$ cat config.mk
export PLATFORM = sky130hd
export DESIGN_NAME = ro_puf_engine_flat
export DESIGN_NICKNAME = d
export VERILOG_FILES = /design/src/rtl/ro_puf_if.sv /design/src/rtl/ro_puf_engine.sv /design/src/flat_wrapper.sv
export SDC_FILE = /design/constraint.sdc
export NUM_CORES = 1
export LEC_CHECK = 0
export BUFFER_PORTS_ARGS = -buffer_cell sky130_fd_sc_hd__buf_2
export CORE_MARGIN = 10
export CORE_UTILIZATION = 40
export CTS_CLUSTER_SIZE = 20
export DETAILED_ROUTE_END_ITERATION = 8
export GPL_ROUTABILITY_DRIVEN = 0
export PLACE_DENSITY = 0.58
export SYNTH_ARGS = -nofsm -noshare
export SYNTH_HDL_FRONTEND = slang
export SYNTH_SLANG_ARGS = --single-unit
$ cat constraint.sdc
create_clock -name clk -period 5.51 [get_ports clk]
set_clock_uncertainty 0.15 [all_clocks]
set_input_delay 0.2755 -clock clk [delete_from_list [all_inputs] [get_ports clk]]
set_output_delay 0.2755 -clock clk [all_outputs]
set_load 0.02 [all_outputs]
$ cat src/rtl/ro_puf_if.sv
// Control, oscillator and result signals of the ring-oscillator PUF engine.
interface ro_puf_if #(
    parameter int N_RO      = 16,
    parameter int CNT_W     = 16,
    parameter int WIN_W     = 12,
    parameter int RESP_BITS = 8
);
    logic [N_RO-1:0]      ro_in;
    logic [N_RO-1:0]      ro_en;
    logic                 start;
    logic [7:0]           challenge;
    logic [WIN_W-1:0]     win_len;
    logic                 busy;
    logic                 done;
    logic [RESP_BITS-1:0] response;
    logic [7:0]           tie_cnt;
    logic [CNT_W-1:0]     count_a;
    logic [CNT_W-1:0]     count_b;

    modport master (
        output ro_in, start, challenge, win_len,
        input  ro_en, busy, done, response, tie_cnt, count_a, count_b
    );

    modport slave (
        input  ro_in, start, challenge, win_len,
        output ro_en, busy, done, response, tie_cnt, count_a, count_b
    );
endinterface

$ cat src/rtl/ro_puf_engine.sv
// Ring-oscillator PUF: each round races two LFSR-selected oscillators over a
// fixed clock window and shifts the comparison bit into the response word.
module ro_puf_engine #(
    parameter int N_RO       = 16,
    parameter int CNT_W      = 16,
    parameter int WIN_W      = 12,
    parameter int RESP_BITS  = 8,
    parameter int SETTLE_CYC = 4
) (
    input  logic    clk,
    input  logic    rst_n,
    ro_puf_if.slave bus
);
    localparam int SEL_W = $clog2(N_RO);
    localparam int SET_W = $clog2(SETTLE_CYC + 1);
    localparam int TMR_W = (WIN_W > SET_W) ? WIN_W : SET_W;
    localparam int RND_W = $clog2(RESP_BITS) + 1;
    localparam logic [TMR_W-1:0] SETTLE_LAST = TMR_W'(SETTLE_CYC - 1);
    localparam logic [RND_W-1:0] ROUND_LAST  = RND_W'(RESP_BITS - 1);
    localparam logic [CNT_W-1:0] CNT_MAX     = {CNT_W{1'b1}};
    localparam logic [7:0]       SEED_ZERO   = 8'hA5;

    typedef enum logic [2:0] {
        S_IDLE    = 3'd0,
        S_SETTLE  = 3'd1,
        S_COUNT   = 3'd2,
        S_COMPARE = 3'd3,
        S_DONE    = 3'd4
    } state_t;

    state_t               r_state;
    state_t               w_state_nx;
    logic [7:0]           r_lfsr;
    logic [7:0]           w_lfsr_nx;
    logic [WIN_W-1:0]     r_win;
    logic [TMR_W-1:0]     r_timer;
    logic [TMR_W-1:0]     w_timer_nx;
    logic [TMR_W-1:0]     w_win_last;
    logic [RND_W-1:0]     r_round;
    logic [N_RO-1:0]      r_sync1;
    logic [N_RO-1:0]      r_sync2;
    logic [N_RO-1:0]      r_sync_d;
    logic [N_RO-1:0]      w_rise;
    logic [CNT_W-1:0]     r_cnt_a;
    logic [CNT_W-1:0]     r_cnt_b;
    logic [SEL_W-1:0]     w_sel_a;
    logic [SEL_W-1:0]     w_sel_b;
    logic                 w_start_acc;
    logic                 w_enter_settle;
    logic                 w_bit;
    logic [N_RO-1:0]      r_ro_en;
    logic                 r_busy;
    logic                 r_done;
    logic [RESP_BITS-1:0] r_response;
    logic [7:0]           r_tie_cnt;
    logic [CNT_W-1:0]     r_count_a;
    logic [CNT_W-1:0]     r_count_b;

    // Fibonacci step for x^8+x^6+x^5+x^4+1.
    function automatic logic [7:0] lfsr_next(input logic [7:0] v);
        return {v[6:0], v[7] ^ v[5] ^ v[4] ^ v[3]};
    endfunction

    function automatic logic [SEL_W-1:0] pick_b(input logic [7:0] v);
        logic [SEL_W-1:0] a;
        logic [SEL_W-1:0] b;
        a = v[SEL_W-1:0];
        b = v[4+SEL_W-1:4];
        return (a == b) ? a + SEL_W'(1) : b;
    endfunction

    function automatic logic [N_RO-1:0] pair_mask(input logic [7:0] v);
        return (N_RO'(1) << v[SEL_W-1:0]) | (N_RO'(1) << pick_b(v));
    endfunction

    assign w_start_acc    = (r_state == S_IDLE) && bus.start;
    assign w_win_last     = TMR_W'(r_win) - TMR_W'(1);
    assign w_rise         = r_sync2 & ~r_sync_d;
    assign w_sel_a        = r_lfsr[SEL_W-1:0];
    assign w_sel_b        = pick_b(r_lfsr);
    assign w_bit          = (r_cnt_a > r_cnt_b);
    assign w_enter_settle = (w_state_nx == S_SETTLE) && (r_state != S_SETTLE);

    // Next-state, phase timer and LFSR update.
    always_comb begin
        w_state_nx = r_state;
        case (r_state)
            S_IDLE:    w_state_nx = bus.start ? S_SETTLE : S_IDLE;
            S_SETTLE:  w_state_nx = (r_timer == SETTLE_LAST) ? S_COUNT : S_SETTLE;
            S_COUNT:   w_state_nx = (r_timer == w_win_last) ? S_COMPARE : S_COUNT;
            S_COMPARE: w_state_nx = (r_round == ROUND_LAST) ? S_DONE : S_SETTLE;
            S_DONE:    w_state_nx = S_IDLE;
            default:   w_state_nx = S_IDLE;
        endcase
        w_timer_nx = (w_state_nx == r_state) ? r_timer + TMR_W'(1) : {TMR_W{1'b0}};
        if (w_start_acc) begin
            w_lfsr_nx = (bus.challenge == 8'h00) ? SEED_ZERO : bus.challenge;
        end else if (r_state == S_COMPARE) begin
            w_lfsr_nx = lfsr_next(r_lfsr);
        end else begin
            w_lfsr_nx = r_lfsr;
        end
    end

    // State, phase timer and LFSR registers.
    always_ff @(posedge clk) begin
        if (rst_n) begin
            r_state <= S_IDLE;
            r_timer <= {TMR_W{1'b0}};
            r_lfsr  <= 8'h00;
        end else begin
            r_state <= w_state_nx;
            r_timer <= w_timer_nx;
            r_lfsr  <= w_lfsr_nx;
        end
    end

    // Two-flop synchronizer plus one delay flop for rising-edge detection.
    always_ff @(posedge clk) begin
        if (rst_n) begin
            r_sync1  <= {N_RO{1'b0}};
            r_sync2  <= {N_RO{1'b0}};
            r_sync_d <= {N_RO{1'b0}};
        end else begin
            r_sync1  <= bus.ro_in;
            r_sync2  <= r_sync1;
            r_sync_d <= r_sync2;
        end
    end

    // Saturating edge counters for the selected pair, live only in COUNT.
    always_ff @(posedge clk) begin
        if (rst_n || w_enter_settle) begin
            r_cnt_a <= {CNT_W{1'b0}};
            r_cnt_b <= {CNT_W{1'b0}};
        end else if (r_state == S_COUNT) begin
            if (w_rise[w_sel_a] && (r_cnt_a != CNT_MAX)) r_cnt_a <= r_cnt_a + CNT_W'(1);
            if (w_rise[w_sel_b] && (r_cnt_b != CNT_MAX)) r_cnt_b <= r_cnt_b + CNT_W'(1);
        end
    end

    // Run setup on start and per-round result accumulation.
    always_ff @(posedge clk) begin
        if (rst_n) begin
            r_win      <= {WIN_W{1'b0}};
            r_round    <= {RND_W{1'b0}};
            r_response <= {RESP_BITS{1'b0}};
            r_tie_cnt  <= 8'h00;
            r_count_a  <= {CNT_W{1'b0}};
            r_count_b  <= {CNT_W{1'b0}};
        end else if (w_start_acc) begin
            r_win      <= (bus.win_len == {WIN_W{1'b0}}) ? WIN_W'(1) : bus.win_len;
            r_round    <= {RND_W{1'b0}};
            r_response <= {RESP_BITS{1'b0}};
            r_tie_cnt  <= 8'h00;
        end else if (r_state == S_COMPARE) begin
            r_response <= {r_response[RESP_BITS-2:0], w_bit};
            if (r_cnt_a == r_cnt_b) r_tie_cnt <= r_tie_cnt + 8'd1;
            r_count_a  <= r_cnt_a;
            r_count_b  <= r_cnt_b;
            r_round    <= r_round + RND_W'(1);
        end
    end

    // Outputs registered from the next state so they line up with the state register.
    always_ff @(posedge clk) begin
        if (rst_n) begin
            r_busy  <= 1'b0;
            r_done  <= 1'b0;
            r_ro_en <= {N_RO{1'b0}};
        end else begin
            r_busy  <= (w_state_nx != S_IDLE);
            r_done  <= (w_state_nx == S_DONE);
            r_ro_en <= ((w_state_nx == S_SETTLE) || (w_state_nx == S_COUNT)) ?
                       pair_mask(w_lfsr_nx) : {N_RO{1'b0}};
        end
    end

    assign bus.ro_en    = r_ro_en;
    assign bus.busy     = r_busy;
    assign bus.done     = r_done;
    assign bus.response = r_response;
    assign bus.tie_cnt  = r_tie_cnt;
    assign bus.count_a  = r_count_a;
    assign bus.count_b  = r_count_b;
endmodule

$ cat src/flat_wrapper.sv
// flat-port wrapper written by rule: the top's interface ports become plain ports
module ro_puf_engine_flat 
#(
    parameter int N_RO       = 16,
    parameter int CNT_W      = 16,
    parameter int WIN_W      = 12,
    parameter int RESP_BITS  = 8,
    parameter int SETTLE_CYC = 4
)
  (clk, rst_n, bus_ro_in, bus_start, bus_challenge, bus_win_len, bus_ro_en, bus_busy, bus_done, bus_response, bus_tie_cnt, bus_count_a, bus_count_b);
  ro_puf_if #(.N_RO(N_RO), .CNT_W(CNT_W), .WIN_W(WIN_W), .RESP_BITS(RESP_BITS)) bus_i ();
  input  logic clk;
  input  logic rst_n;
  input wire logic [$bits(bus_i.ro_in)-1:0] bus_ro_in;
  input wire logic [$bits(bus_i.start)-1:0] bus_start;
  input wire logic [$bits(bus_i.challenge)-1:0] bus_challenge;
  input wire logic [$bits(bus_i.win_len)-1:0] bus_win_len;
  output wire logic [$bits(bus_i.ro_en)-1:0] bus_ro_en;
  output wire logic [$bits(bus_i.busy)-1:0] bus_busy;
  output wire logic [$bits(bus_i.done)-1:0] bus_done;
  output wire logic [$bits(bus_i.response)-1:0] bus_response;
  output wire logic [$bits(bus_i.tie_cnt)-1:0] bus_tie_cnt;
  output wire logic [$bits(bus_i.count_a)-1:0] bus_count_a;
  output wire logic [$bits(bus_i.count_b)-1:0] bus_count_b;
  assign bus_i.ro_in = bus_ro_in;
  assign bus_i.start = bus_start;
  assign bus_i.challenge = bus_challenge;
  assign bus_i.win_len = bus_win_len;
  assign bus_ro_en = bus_i.ro_en;
  assign bus_busy = bus_i.busy;
  assign bus_done = bus_i.done;
  assign bus_response = bus_i.response;
  assign bus_tie_cnt = bus_i.tie_cnt;
  assign bus_count_a = bus_i.count_a;
  assign bus_count_b = bus_i.count_b;
  ro_puf_engine #(.N_RO(N_RO), .CNT_W(CNT_W), .WIN_W(WIN_W), .RESP_BITS(RESP_BITS), .SETTLE_CYC(SETTLE_CYC)) u_core (.clk(clk), .rst_n(rst_n), .bus(bus_i));
endmodule
# Word-level counts from Yosys, hierarchy flattened
# Cells that the tools add are included.
dict set report classes {
  n_addsub 8
  magnitude_cmp 3
  eq_ne 16
  n_shift 2
  muxes 15
  n_bitwise 9
  n_reduce_logical 17
}
# cell n
set op_table {}
lappend op_table {{$add A16 B1 Y16 const B} 2}
lappend op_table {{$ne A16 B16 Y1 const B} 2}
lappend op_table {{$shl A1 B4 Y16 const A} 2}
lappend op_table {{$mux W8} 3}
lappend op_table {{$and A16 B16 Y16} 1}
lappend op_table {{$eq A16 B16 Y1} 1}
lappend op_table {{$gt A16 B16 Y1} 1}
lappend op_table {{$not A16 Y16} 1}
lappend op_table {{$or A16 B16 Y16} 1}
lappend op_table {{$add A12 B1 Y12 const B} 1}
lappend op_table {{$add A4 B1 Y4 const B} 3}
lappend op_table {{$eq A12 B12 Y1} 1}
lappend op_table {{$eq A12 B2 Y1 const B} 1}
lappend op_table {{$logic_not A12 Y1} 1}
lappend op_table {{$mux W12} 1}
lappend op_table {{$pmux W3 S4} 1}
lappend op_table {{$sub A12 B1 Y12 const B} 1}
lappend op_table {{$lt A4 B5 Y1 const B} 2}
lappend op_table {{$eq A3 B2 Y1 const B} 3}
lappend op_table {{$add A8 B1 Y8 const B} 1}
lappend op_table {{$bmux W1 S4} 2}
lappend op_table {{$eq A4 B4 Y1} 2}
lappend op_table {{$logic_not A8 Y1} 1}
lappend op_table {{$mux W4} 2}
lappend op_table {{other kinds (16)} 33}
dict set report word_totals {
  register_bits 185
  input_bits 39
  output_inout_bits 66
}

# Depth between registers and ports, before layout
# Gate-level depths: netlist of run 1.
dict set report depth {
  word_depth 9
  ltp_mapped 13
}

# Worst setup path before layout of run 1
# OpenSTA, ideal clock, no wires.
dict set report synth_timing {
  path_type {register to register}
  from {register u_core.r_state[0]}
  to {register u_core.r_ro_en[4] (netlist: u_core.bus.ro_en[4])}
  setup_ns 0.092
  arrival_ns 2.815
  path_slack_ns 2.452
  path_stages_with_launch 13
  path_buffers 3
  synth_period_minus_slack_ns 3.058
  path_cell_list {dfxtp_1 > buf_6 > or4b_4 > buf_6 > buf_6 > o21ai_1 > a21oi_1 > or2_2 > ha_1 > ha_1 > nand2_1 > mux2_1 > o32ai_1}
}
dict set report synth_between {
  elab_chain_len 7
  word_cells_on_any_way 19
  cone_classes {add/sub: 1; eq/ne: 6; shift: 2; mux: 4; bitwise: 2; reduce/logical: 4}
}
# item line_no
set synth_lines {}
lappend synth_lines {{start, declared} ro_puf_engine.sv:31} ;# state_t r_state;
lappend synth_lines {{start signal, assigned} ro_puf_engine.sv:112} ;# r_state <= w_state_nx;
lappend synth_lines {{$eq A3 B2 Y1 or $logic_not A3 Y1 (tied branches)} {ro_puf_engine.sv:98, ro_puf_engine.sv:76}}
lappend synth_lines {{$mux W8 or $logic_and A1 B1 Y1 (tied branches)} {ro_puf_engine.sv:98, ro_puf_engine.sv:76}}
lappend synth_lines {{$mux W8 (*)} ro_puf_engine.sv:96} ;# if (w_start_acc) begin
lappend synth_lines {{named net u_core.w_lfsr_nx[0]} ro_puf_engine.sv:34} ;# logic [7:0] w_lfsr_nx;
lappend synth_lines {{$add A4 B1 Y4 or $eq A4 B4 Y1 (tied branches)} ro_puf_engine.sv:69} ;# return (a == b) ? a + SEL_W'(1) : b;
lappend synth_lines {{$mux W4} ro_puf_engine.sv:69}
lappend synth_lines {{$shl A1 B4 Y16} ro_puf_engine.sv:73} ;# return (N_RO'(1) << v[SEL_W-1:0]) | (N_RO'(1) << pick_b(v));
lappend synth_lines {{$or A16 B16 Y16 (*)} ro_puf_engine.sv:73}
lappend synth_lines {{end signal, assigned} ro_puf_engine.sv:170} ;# r_ro_en <= {N_RO{1'b0}};
lappend synth_lines {{end signal, assigned} ro_puf_engine.sv:174} ;# r_ro_en <= ((w_state_nx == S_SETTLE) || (w_state_nx == S_COUNT)) ?
lappend synth_lines {{end, declared} ro_puf_engine.sv:51} ;# logic [N_RO-1:0] r_ro_en;
# Mark *: on every way through the listed nets, which the timed path passes. The rest lies on a longest branch.
# A chain may end at the register's enable or synchronous reset.

# Worst setup path after layout of run 1
dict set report layout_timing {
  from {register u_core.r_state[1]}
  to {register u_core.r_ro_en[6] (netlist: u_core.bus.ro_en[6])}
}
dict set report layout_between {
  elab_chain_len 7
  word_cells_on_any_way 19
  cone_classes {add/sub: 1; eq/ne: 6; shift: 2; mux: 4; bitwise: 2; reduce/logical: 4}
}
# item line_no
set layout_lines {}
lappend layout_lines {{$eq A3 B2 Y1 or $logic_not A3 Y1 (tied branches)} {ro_puf_engine.sv:87, ro_puf_engine.sv:98, ro_puf_engine.sv:76}}
lappend layout_lines {{$mux W8 or $logic_and A1 B1 Y1 (tied branches)} {ro_puf_engine.sv:98, ro_puf_engine.sv:76}}
lappend layout_lines {{$mux W8} ro_puf_engine.sv:96}
lappend layout_lines {{$add A4 B1 Y4 or $eq A4 B4 Y1 (tied branches)} ro_puf_engine.sv:69}
lappend layout_lines {{$mux W4} ro_puf_engine.sv:69}
lappend layout_lines {{$shl A1 B4 Y16} ro_puf_engine.sv:73}
lappend layout_lines {{$or A16 B16 Y16} ro_puf_engine.sv:73}
# Parallel ways exist; a longest one is shown, timed or not.

==> results.md, run 1 <==
* Outcome: complete, no violations
* DP HPWL at 15300 µm
* First-pass GRT wire length at 35300 µm
* Clock Path Buffers at 2
* Critical Path RT at 5680 ps
* Worst r2r src: u_core.r_state[1]$_SDFF_PP0_
* Row count at 54
* Yosys top cell area share at 0.421
* Total net switching power at 781 µW
* Sequential Power Share at 0.468
* Combinational Power Share at 0.131
* Top FF cell, synth: dfxtp_1
* Sw frac at 0.260
* RSZ-0062 raised after global routing: no
* Clock power share at 0.401
* # diodes at 0
* DIE AREA at 28300 µm²
* Library cells used by synthesis at 72
* CTS Buf Count at 17
* Critical path peak fanout at 54
* CTS root buffer: clkbuf_16
* Nets at 1172
* Remaining DRCs at 0
* Initial Utilization at 0.404
* Layout area overhead at 17.3%
* Setup TNS at 0 ps
* Layout cells sized above 1 at 0.161
* Mapped Cells at 1001
* Hold Crit Class: in2reg
* Async set-or-reset flop fraction in the synthesized netlist at 0
* Post-Route WL at 21300 µm
* Max-Slew Margin vs Limit at 0.250
* P_int at 2220 µW
* Syn Nets at 1069
* Hold_sp: bus_win_len[0]
* DRT iter0 DRCs at 412
* Synth area leaders: dfxtp_1 (42%), nand2_1 (5.7%), a21oi_1 (4.6%)
* Crit start category: flop
* Count of input and output buffers at 104
* Post-CTS resize count at 0
* Clk_lat worst skew at 430 ps
* CTS sink cnt at 185
* Area leader, netlist: dfxtp_1
* Final period utilization at 0.677
* Pre-CTS setup slack at 1780 ps
* Via/cell ratio at 5.19
* Die height at 168 µm
* Vias at 7238
* Final setup margin at 1780 ps
* Worst setup startpoint: u_core.r_state[1]$_SDFF_PP0_
* GRT Total Usage at 0.148
* Final min period at 3730 ps
* Vias in the first global route at 6824
* Final hold violations at 0
* Final Max Tran Viols at 0
* CTS tree: built
* Final ANT Viol Nets at 0
* WL/cell at 15.3 µm
* Clk slew on worst S/H paths at 70 ps
* Crit path arrival time at 3900 ps
* Post-synth EDFFs at 0
* Gr ovfl total at 0
* Count of warnings emitted by yosys at 0
* VDD IR max at 0.189 mV
* Peak Freq at 0.268 GHz
* Max-cap violations at 0
* Post-synthesis sequential area ratio at 0.421
* DR pass1 iterations at 5
* Largest net degree at the start of global routing at 62
* Power Density at 291 nW/µm²
* H-Tree Depth at 4
* Leakage at 0.00390 µW
* Synthesized area at 8790 µm²
* Final Setup Violations at 0
* CP endpoint kind: flop
* Initial antenna violation count at 0
* CP Class: reg2reg
* Tightest Pin Transition at 1120 ps
* Core Box Area at 21800 µm²
* Die X at 168 µm
* Avg Cell Area, Syn at 8.78 µm²
* Yosys reg bits at 185
* Number of I/O pins at 105
per-layer routing:
layer,GRT usage,vias to the layer above,wire (µm)
met5,0,-,0
met4,0.0413,0,211
met3,0.0389,15,1230
met2,0.214,198,8730
met1,0.212,3330,11200
li1,-,3695,-
cell usage in the layout (no fill, tap or decap), types with 17 or more instances in the layout:
master	n
inv_1	36
nor3_1	18
dfxtp_1	185
nand4_1	20
nand3_1	21
nor2_1	87
clkbuf_16	17
dlygate4sd3_1	27
nor2b_1	55
xor2_1	20
nand2b_1	22
ha_1	29
xnor2_1	36
a21oi_1	80
nand2_1	134
buf_2	103
kinds of logic (layout without fill, tap and decap cells):
kind of cell,after synthesis,after routing,share of synthesized area
adders and majority gates,29,29,0.0413
xor gates and xnor gates,59,59,0.0613
AOI/OAI and AO/OA,188,188,0.150
DFF,185,185,0.421
and+or+nand+nor,427,427,0.244
buffers and inverters,87,201,0.0424
muxes,26,26,0.0390
final timing paths:
| kind | endpoint | slack [ps] | cells after the start |
|---|---|---|---|
| worst max-delay path | u_core.bus.ro_en[6]$_SDFF_PP0_ | 1780 | 8 |
| worst min-delay path | u_core.r_win[0]$_SDFFE_PP0P_ | 20 | 3 |
| worst min register to register | u_core.r_sync2[11]$_SDFF_PP0_ | 280 | 1 |
| worst max register to register | u_core.bus.ro_en[6]$_SDFF_PP0_ | 1780 | 8 |
cell type report:
class,instances,area [µm²]
Multi-Input combinational cell,729,4720
Timing Repair Buffer,135,823
Clock inverter,10,120
Sequential cell,185,3700
Clock buffer,20,457
Fill cell,2176,11400
Inverter,36,135
Tap cell,280,350
registers in the layout, summed over array words and instances, names as in the netlist:
name and count:
u_core.bus.count_a 16, u_core.bus.count_b 16, u_core.bus.ro_en 16, u_core.r_cnt_a 16, u_core.r_cnt_b 16, u_core.r_sync1 16
u_core.r_sync2 16, u_core.r_sync_d 16, u_core.r_timer 12, u_core.r_win 12, u_core.bus.response 8, u_core.bus.tie_cnt 8
u_core.r_lfsr 8, u_core.r_round 4, u_core.r_state 3, u_core.bus.busy 1, u_core.bus.done 1
synth_stat cells, types with 6 or more instances:
cell,n
a21oi_1,80
or3_1,6
and3_1,9
nand3_1,21
nor2_1,87
inv_1,36
buf_2,8
o21ai_0,13
o21a_1,7
mux2i_1,14
xor2_1,20
nor4_1,14
nor3_1,18
buf_1,8
or4_1,6
dfxtp_1,185
and2_1,6
nand4_1,20
a31oi_1,7
ha_1,29
clkbuf_1,28
o211ai_1,8
nand2b_1,22
a211o_1,9
nor2b_1,55
xnor2_1,36
o32ai_1,8
nand2_1,134
power by group through the flow:
stage	Combinational, µW	Clock, µW	Sequential, µW
finish	394	1200	1400
CTS	393	1240	1400
global route	433	1280	1410
global placement	375	0	1430
floorplan	298	0	1420
detailed placement	377	0	1430
repair_timing:
item | 4_1_cts | 5_1_grt
hold buffers | 27 | 0
hold endpoints to repair | 27 | 0
setup buffers | 0 | 0
per-stage QoR:
| stage | util | hold WS [ps] | cell area (µm²) | cells | total power, µW |
|---|---|---|---|---|---|
| CTS | 0.474 | 3.49 | 10300 | 1395 | 3030 |
| global route | 0.474 | 26.2 | 10300 | 1395 | 3120 |
| floorplan | - | 251 | 8790 | 1001 | 1720 |
| detailed placement | 0.435 | 270 | 9460 | 1338 | 1810 |
| global placement | 0.435 | 273 | 9460 | 1338 | 1810 |
| finish | 0.474 | 23.2 | 10300 | 1395 | 3000 |
critical path, cell delays in order (launching register included):
cell and delay [ps]:
dfxtp_1 570, and3b_2 900, a21oi_1 160, a21oi_1 590, xnor2_2 230, and3_4 310
o21ai_1 110, or2_2 330, o32ai_1 280
Note: power is estimated with default switching activity, not from simulation.
==> inputs of run 2 (changes only) <==
--- a/config.mk
+++ b/config.mk
@@ -5,6 +5,7 @@
 export SDC_FILE = /design/constraint.sdc
 export NUM_CORES = 1
 export LEC_CHECK = 0
+export ABC_AREA = 1
 export BUFFER_PORTS_ARGS = -buffer_cell sky130_fd_sc_hd__buf_2
 export CORE_MARGIN = 10
 export CORE_UTILIZATION = 40
==> constraint.sdc (replaced) <==
create_clock -name clk -period 3.5 [get_ports clk]
set_clock_uncertainty 0.15 [all_clocks]
set_input_delay 0.175 -clock clk [delete_from_list [all_inputs] [get_ports clk]]
set_output_delay 0.175 -clock clk [all_outputs]
set_load 0.02 [all_outputs]
==> run 2 against run 1 <==
Against the previous run:
- utilization up 0.25 points
- via count grew 14%
- synthesized cell count increased by 26%
- global-route usage is 1.5 points higher
- count of clock-buffer cells in the layout shrank 3
- sequential power grew 57%
- sequential share of layout area decreased by 1.6 points
- largest power group unchanged
==> results.md, run 2 <==
* Yosys reg bits at 185 (unchanged)
* CTS root buffer: clkbuf_16 (unchanged)
* Row count at 55 (was 54)
* Initial antenna violation count at 0 (unchanged)
* Synthesized area at 9180 µm² (was 8790 µm²)
* H-Tree Depth at 4 (unchanged)
* Worst Hold Depth at 5 (was 3)
* Setup TNS at 0 ps (unchanged)
* Pre-CTS setup slack at 653 ps (was 1780 ps)
* Final hold violations at 0 (unchanged)
* DRT iter0 DRCs at 605 (was 412)
* Die height at 171 µm (was 168 µm)
* Initial Utilization at 0.405 (was 0.404)
* Crit start category: flop (unchanged)
* Avg Cell Area, Syn at 7.27 µm² (was 8.78 µm²)
* Clock Path Buffers at 2 (unchanged)
* Worst path bufs/invs at 1 (was 0)
* Tightest Pin Transition at 1150 ps (was 1120 ps)
* Die X at 171 µm (was 168 µm)
* Slowest CP cell: nor3_1 (was and3b_2)
* Vias in the first global route at 7802 (was 6824)
* Final setup margin at 558 ps (was 1780 ps)
* Final Max Tran Viols at 0 (unchanged)
* DR pass1 iterations at 5 (unchanged)
* Layout cells sized above 1 at 0.158 (was 0.161)
* Count leader, synth: nand2_1 (was dfxtp_1)
* CP Class: reg2reg (unchanged)
* Top FF cell, synth: dfxtp_1 (unchanged)
* Vias at 8227 (was 7238)
* Critical path peak fanout at 12 (was 54)
* Nets at 1446 (was 1172)
* Leakage at 0.00469 µW (was 0.00390 µW)
* Post-CTS resize count at 0 (unchanged)
* Finished Core Util at 0.476 (was 0.474)
* Remaining DRCs at 0 (unchanged)
* Library cells used by synthesis at 44 (was 72)
* Hold Crit Class: in2reg (unchanged)
* CTS sink cnt at 185 (unchanged)
* WL/cell at 14.1 µm (was 15.3 µm)
* Area leader, netlist: dfxtp_1 (unchanged)
* Yosys top cell area share at 0.403 (was 0.421)
* DIE AREA at 29400 µm² (was 28300 µm²)
* Peak Freq at 0.340 GHz (was 0.268 GHz)
* Power Density at 459 nW/µm² (was 291 nW/µm²)
* CP endpoint kind: flop (unchanged)
* Via/cell ratio at 4.91 (was 5.19)
* Max-cap violations at 0 (unchanged)
* CTS Buf Count at 17 (unchanged)
* Synth area leaders: dfxtp_1 (40%), nand2_1 (8.7%), nand3_1 (6.8%) (was dfxtp_1 (42%), nand2_1 (5.7%), a21oi_1 (4.6%))
* Critical Path Max Stage Delay at 460 ps (was 900 ps)
* # diodes at 0 (unchanged)
* Cell class contributing the biggest share of worst-path delay: simple AND/OR/NAND/NOR gates (unchanged)
* Syn Nets at 1330 (was 1069)
* VDD IR max at 0.270 mV (was 0.189 mV)
* GRT Total Usage at 0.163 (was 0.148)
* Max-Slew Margin vs Limit at 0.234 (was 0.250)
* Final period utilization at 0.841 (was 0.677)
* Largest net degree at the start of global routing at 75 (was 62)
* CP cell instances: ha_1 -> nand3_1 -> nor3_1 -> a21oi_1 -> nand3_1 -> clkinv_1 -> nand2_1 -> nor2_1 -> nor3_1 (was and3b_2 -> a21oi_1 -> a21oi_1 -> xnor2_2 -> and3_4 -> o21ai_1 -> or2_2 -> o32ai_1)
* Clk slew on worst S/H paths at 70 ps (about the same)
* Number of I/O pins at 105 (unchanged)
* CP Depth at 9 (was 8)
* Async set-or-reset flop fraction in the synthesized netlist at 0 (unchanged)
* Post-synthesis sequential area ratio at 0.403 (was 0.421)
* Post-Route WL at 23500 µm (was 21300 µm)
* Final Setup Violations at 0 (unchanged)
* Post-synth EDFFs at 0 (unchanged)
* Crit path arrival time at 3140 ps (was 3900 ps)
* Final ANT Viol Nets at 0 (unchanged)
* Commonest non-fill, non-tap cell in the layout: nand2_1 (was dfxtp_1)
* First-pass GRT wire length at 39400 µm (was 35300 µm)
* R2R cell count at 9 (was 8)
* Count of warnings emitted by yosys at 0 (unchanged)
* Commonest cells in the netlist: nand2_1 (213), dfxtp_1 (185), inv_1 (155), nor2_1 (146), nand3_1 (125) (was dfxtp_1 (185), nand2_1 (134), nor2_1 (87), a21oi_1 (80), nor2b_1 (55))
* Count of input and output buffers at 104 (unchanged)
* Gr ovfl total at 0 (unchanged)
* Mapped Cells at 1262 (was 1001)
* Final min period at 2940 ps (was 3730 ps)
* CTS tree: built (unchanged)
* Final hold slack at 19.2 ps (was 23.2 ps)
* Clk_lat worst skew at 430 ps (about the same)
* Critical Path RT at 3690 ps (was 5680 ps)
* Commonest non-fill, non-tap cells in the layout: nand2_1 (213), dfxtp_1 (185), inv_1 (155) (was dfxtp_1 (185), nand2_1 (134), buf_2 (103))
* RSZ-0062 raised after global routing: no (unchanged)
* Layout area overhead at 17.5% (was 17.3%)
* Core Box Area at 22600 µm² (was 21800 µm²)
* DP HPWL at 17100 µm (was 15300 µm)
* Outcome: complete, no violations (unchanged)
-- run 2: worst register-to-register path, cell delays in order (launching register included) --
cell and delay (ps):
dfxtp_1 450, ha_1 240, nand3_1 90, nor3_1 460, a21oi_1 160, nand3_1 460
clkinv_1 450, nand2_1 150, nor2_1 50, nor3_1 200
-- run 2: layout make-up --
type | count | area (µm²)
Clock inverter | 14 | 179
Clock buffer | 17 | 425
Fill cell | 2298 | 11900
Sequential cell | 185 | 3700
Multi-Input combinational cell | 863 | 4610
Tap cell | 285 | 357
Inverter | 170 | 638
Timing Repair Buffer | 141 | 871
-- run 2: report_power, final --
| part | internal, µW | switching [µW] | total [µW] | leakage (µW) |
|---|---|---|---|---|
| sequential | 2160 | 36.9 | 2200 | 0.00150 |
| combinational | 257 | 510 | 767 | 0.00290 |
| clock | 1080 | 909 | 1990 | 0.000293 |
-- run 2: worst paths after layout --
kind,from,endpoint,slack (ps)
setup reg to reg,u_core.r_cnt_a[0]$_SDFFE_PP0P_,u_core.r_cnt_a[12]$_SDFFE_PP0P_,560
hold reg to reg,u_core.r_sync1[7]$_SDFF_PP0_,u_core.r_sync2[7]$_SDFF_PP0_,240
hold / removal,bus_challenge[4],u_core.r_lfsr[4]$_SDFF_PP0_,20
setup / recovery,u_core.r_cnt_a[0]$_SDFFE_PP0P_,u_core.r_cnt_a[12]$_SDFFE_PP0P_,560
-- run 2: cell families (layout without fill, tap and decap cells) --
kind of cell,after synthesis,count (layout),share of synthesized area
compound gates,178,178,0.106
buf+inv,214,342,0.0945
flops,185,185,0.403
xor+xnor,50,50,0.0477
fa+ha+maj,29,29,0.0395
simple gates,606,606,0.309
-- run 2: routing by layer --
metal,vias up,global-route usage,part of all wire,routed length (µm)
met2,161,0.267,0.46,10900
met4,0,0.0355,0.0086,202
met1,3759,0.212,0.48,11200
li1,4294,-,-,-
met5,-,0,0,0
met3,13,0.0387,0.049,1150
-- run 2: per-stage QoR --
stage / instance area (µm²) / power, µW / cells
2_1_floorplan: 9180 / 2830 / 1262
3_3_place_gp: 9890 / 2980 / 1615
3_5_place_dp: 9890 / 2980 / 1615
4_1_cts: 10800 / 5010 / 1675
5_1_grt: 10800 / 5190 / 1675
6_report: 10800 / 4950 / 1675
-- run 2: what timing repair did --
action                    CTS  global route
hold buffers               29             0
hold endpoints to repair   29             0
buffers inserted            0             0
==> inputs of run 3 (changes only) <==
--- a/config.mk
+++ b/config.mk
@@ -12,7 +12,7 @@
 export CTS_CLUSTER_SIZE = 20
 export DETAILED_ROUTE_END_ITERATION = 8
 export GPL_ROUTABILITY_DRIVEN = 0
-export PLACE_DENSITY = 0.58
+export PLACE_DENSITY = 0.6
 export SYNTH_ARGS = -nofsm -noshare
 export SYNTH_HDL_FRONTEND = slang
 export SYNTH_SLANG_ARGS = --single-unit
==> constraint.sdc (replaced) <==
create_clock -name clk -period 2.6 [get_ports clk]
set_clock_uncertainty 0.15 [all_clocks]
set_input_delay 0.13 -clock clk [delete_from_list [all_inputs] [get_ports clk]]
set_output_delay 0.13 -clock clk [all_outputs]
set_load 0.02 [all_outputs]
==> run 3 against run 2 <==
Against the previous run:
- highest routed layer unchanged
- flip-flop and latch count is the same
- largest power group unchanged
- combinational power grew 41%
- cell count grew 1.7%
- die area is the same
- setup slack lost 400 ps
- register-to-register slack lost 400 ps
==> results.md, run 3 (synthesis gave the netlist of run 2 again) <==
* Outcome: complete, no violations (unchanged)
* Combinational Power Share at 0.164 (was 0.155)
* Core Box Area at 22600 µm² (unchanged)
* Initial antenna violation count at 0 (unchanged)
* Commonest non-fill, non-tap cells in the layout: nand2_1 (213), dfxtp_1 (178), inv_1 (152) (was nand2_1 (213), dfxtp_1 (185), inv_1 (155))
* Setup TNS at 0 ps (unchanged)
* DP HPWL at 17800 µm (was 17100 µm)
* R2R cell count at 12 (was 9)
* Final Max Tran Viols at 0 (unchanged)
* Power Density at 597 nW/µm² (was 459 nW/µm²)
* Hold_sp: rst_n (was bus_challenge[4])
* Finished Core Util at 0.490 (was 0.476)
* GRT Total Usage at 0.166 (was 0.163)
* Nets at 1474 (was 1446)
* Max-cap violations at 0 (unchanged)
* Largest net degree at the start of global routing at 75 (unchanged)
* FF-to-FF End: u_core.bus.tie_cnt[7]$_SDFFE_PP0P_ (was u_core.r_cnt_a[12]$_SDFFE_PP0P_)
* Clock Path Buffers at 2 (unchanged)
* Max-Slew Margin vs Limit at 0.578 (was 0.234)
* Via/cell ratio at 4.87 (was 4.91)
* Vias in the first global route at 8070 (was 7802)
* Gr ovfl total at 0 (unchanged)
* Post-Route WL at 23900 µm (was 23500 µm)
* Worst Hold End: u_core.r_sync1[2]$_SDFF_PP0_ (was u_core.r_lfsr[4]$_SDFF_PP0_)
* Count of input and output buffers at 104 (unchanged)
* Crit start category: flop (unchanged)
* Layout area overhead at 20.8% (was 17.5%)
* Post-CTS Setup Bufs at 0 (unchanged)
* CTS tree: built (unchanged)
* Row count at 55 (unchanged)
* P_int at 4680 µW (was 3500 µW)
* CP Class: reg2reg (unchanged)
* VDD IR max at 0.306 mV (was 0.270 mV)
* H-Tree Depth at 4 (unchanged)
* Die height at 171 µm (unchanged)
* Remaining DRCs at 0 (unchanged)
* Initial Utilization at 0.405 (unchanged)
* RSZ-0062 raised after global routing: no (unchanged)
* Filler cell count at 2256 (was 2298)
* Leakage at 0.00484 µW (was 0.00469 µW)
* Crit path arrival time at 2660 ps (was 3140 ps)
* Final hold violations at 0 (unchanged)
* WL/cell at 14.0 µm (was 14.1 µm)
* Vias at 8295 (was 8227)
* Layout cells sized above 1 at 0.187 (was 0.158)
* CTS Buf Count at 17 (unchanged)
* Worst r2r src: u_core.r_cnt_b[15]$_SDFFE_PP0P_ (was u_core.r_cnt_a[0]$_SDFFE_PP0P_)
* # diodes at 0 (unchanged)
* Peak Freq at 0.410 GHz (was 0.340 GHz)
* Reg2Reg Setup Slack at 160 ps (was 560 ps)
* Tightest Pin Transition at 633 ps (was 1150 ps)
* Final min period at 2440 ps (was 2940 ps)
* CTS root buffer: clkbuf_16 (unchanged)
* Critical path peak fanout at 3 (was 12)
* DR pass1 iterations at 5 (unchanged)
* Sw frac at 0.293 (was 0.294)
* Final period utilization at 0.938 (was 0.841)
* Critical Path RT at 2820 ps (was 3690 ps)
* Worst Hold Depth at 2 (was 5)
* Sequential Power Share at 0.446 (was 0.443)
* Clock power share at 0.390 (was 0.402)
* DIE AREA at 29400 µm² (unchanged)
* CTS sink cnt at 185 (unchanged)
* Met1 GRT Util at 0.211 (was 0.212)
* First-pass GRT wire length at 40000 µm (was 39400 µm)
* Clk_lat worst skew at 430 ps (about the same)
* Commonest non-fill, non-tap cell in the layout: nand2_1 (unchanged)
* Clk slew on worst S/H paths at 70 ps (about the same)
* Final Setup Violations at 0 (unchanged)
* Final Power at 6620 µW (was 4950 µW)
* Total net switching power at 1940 µW (was 1460 µW)
* Grt met2 use at 0.275 (was 0.267)
* Die X at 171 µm (unchanged)
* DRT iter0 DRCs at 453 (was 605)
* Number of I/O pins at 105 (unchanged)
* Final ANT Viol Nets at 0 (unchanged)
* Grt peak-use layer: met2 (unchanged)
* Hold Crit Class: in2reg (unchanged)
* CP endpoint kind: flop (unchanged)
* M3 GR Usage at 0.0374 (was 0.0387)
-- run 3: cell count changes in the layout (fill, tap and decap cells not counted), sizes merged --
cell,delta
dlygate4sd3,+1
bufinv,-1
clkinvlp,+1
inv,-2
clkinv,+2
buf,+27
clkbuf,+1
-- run 3: critical path: stages, from the launching register on --
cell     delay [ps]
dfxtp_1         380
inv_2           100
ha_4            280
nand2_1          80
nor2_1          130
nand2_1         100
nor4_2          280
buf_4           160
nand4_1         120
nor2_2          170
nand3_1          90
or2_0           210
a21oi_1         110
-- run 3: through the flow --
| step | setup slack (ps) | hold slack, ps | area, µm² | std cells |
|---|---|---|---|---|
| 2_1_floorplan | 330 | 87.0 | 9180 | 1262 |
| 3_3_place_gp | 66.4 | 187 | 10100 | 1642 |
| 3_5_place_dp | 52.8 | 190 | 10100 | 1642 |
| 4_1_cts | 27.6 | 32.2 | 11000 | 1704 |
| 5_1_grt | 0.598 | 73.7 | 11100 | 1704 |
| 6_report | 160 | 52.9 | 11100 | 1704 |
-- run 3: worst max path at each step --
| stage | start | end | slack (ps) |
|---|---|---|---|
| after CTS | u_core.r_state[1]$_SDFF_PP0_ | u_core.bus.tie_cnt[7]$_SDFFE_PP0P_ | 30 |
| after detailed placement | u_core.r_state[1]$_SDFF_PP0_ | u_core.bus.tie_cnt[7]$_SDFFE_PP0P_ | 50 |
| after global routing | u_core.r_win[0]$_SDFFE_PP0P_ | u_core.bus.ro_en[5]$_SDFF_PP0_ | 0.6 |
| after floorplan | u_core.r_state[1]$_SDFF_PP0_ | u_core.bus.ro_en[0]$_SDFF_PP0_ | 330 |
| final | u_core.r_cnt_b[15]$_SDFFE_PP0P_ | u_core.bus.tie_cnt[7]$_SDFFE_PP0P_ | 160 |
| after global placement | u_core.r_state[1]$_SDFF_PP0_ | u_core.bus.tie_cnt[7]$_SDFFE_PP0P_ | 70 |
-- run 3: cell type report --
class | count | area, µm² | share of cell area
clock buffers | 18 | 439 | 0.0396
flip-flops and latches | 185 | 3710 | 0.335
clock inverters | 14 | 161 | 0.0146
multi-input cells | 863 | 4660 | 0.421
well taps | 285 | 357 | 0.0322
repair buffers | 169 | 1110 | 0.100
inverters | 170 | 642 | 0.0579
-- run 3: what timing repair did --
action	4_1_cts	5_1_grt
hold buffers	30	0
endpoints found under the setup margin	0	45
gates resized for setup	0	21
hold endpoints to repair	30	0
-- run 3: power by group through the flow --
stage          Combinational [µW]  Clock (µW)  Sequential [µW]
6_report                     1080        2580             2950
2_1_floorplan                 781           0             3020
5_1_grt                      1220        2760             2960
3_5_place_dp                 1030           0             3020
3_3_place_gp                 1030           0             3020
4_1_cts                      1080        2660             2950
-- run 3: routing by layer --
| layer | wire length (µm) | up-vias | part of all wire |
|---|---|---|---|
| met2 | 11100 | 154 | 0.47 |
| li1 | - | 4349 | - |
| met3 | 1060 | 25 | 0.044 |
| met4 | 390 | 0 | 0.016 |
| met1 | 11300 | 3767 | 0.47 |
| met5 | 0 | - | 0 |
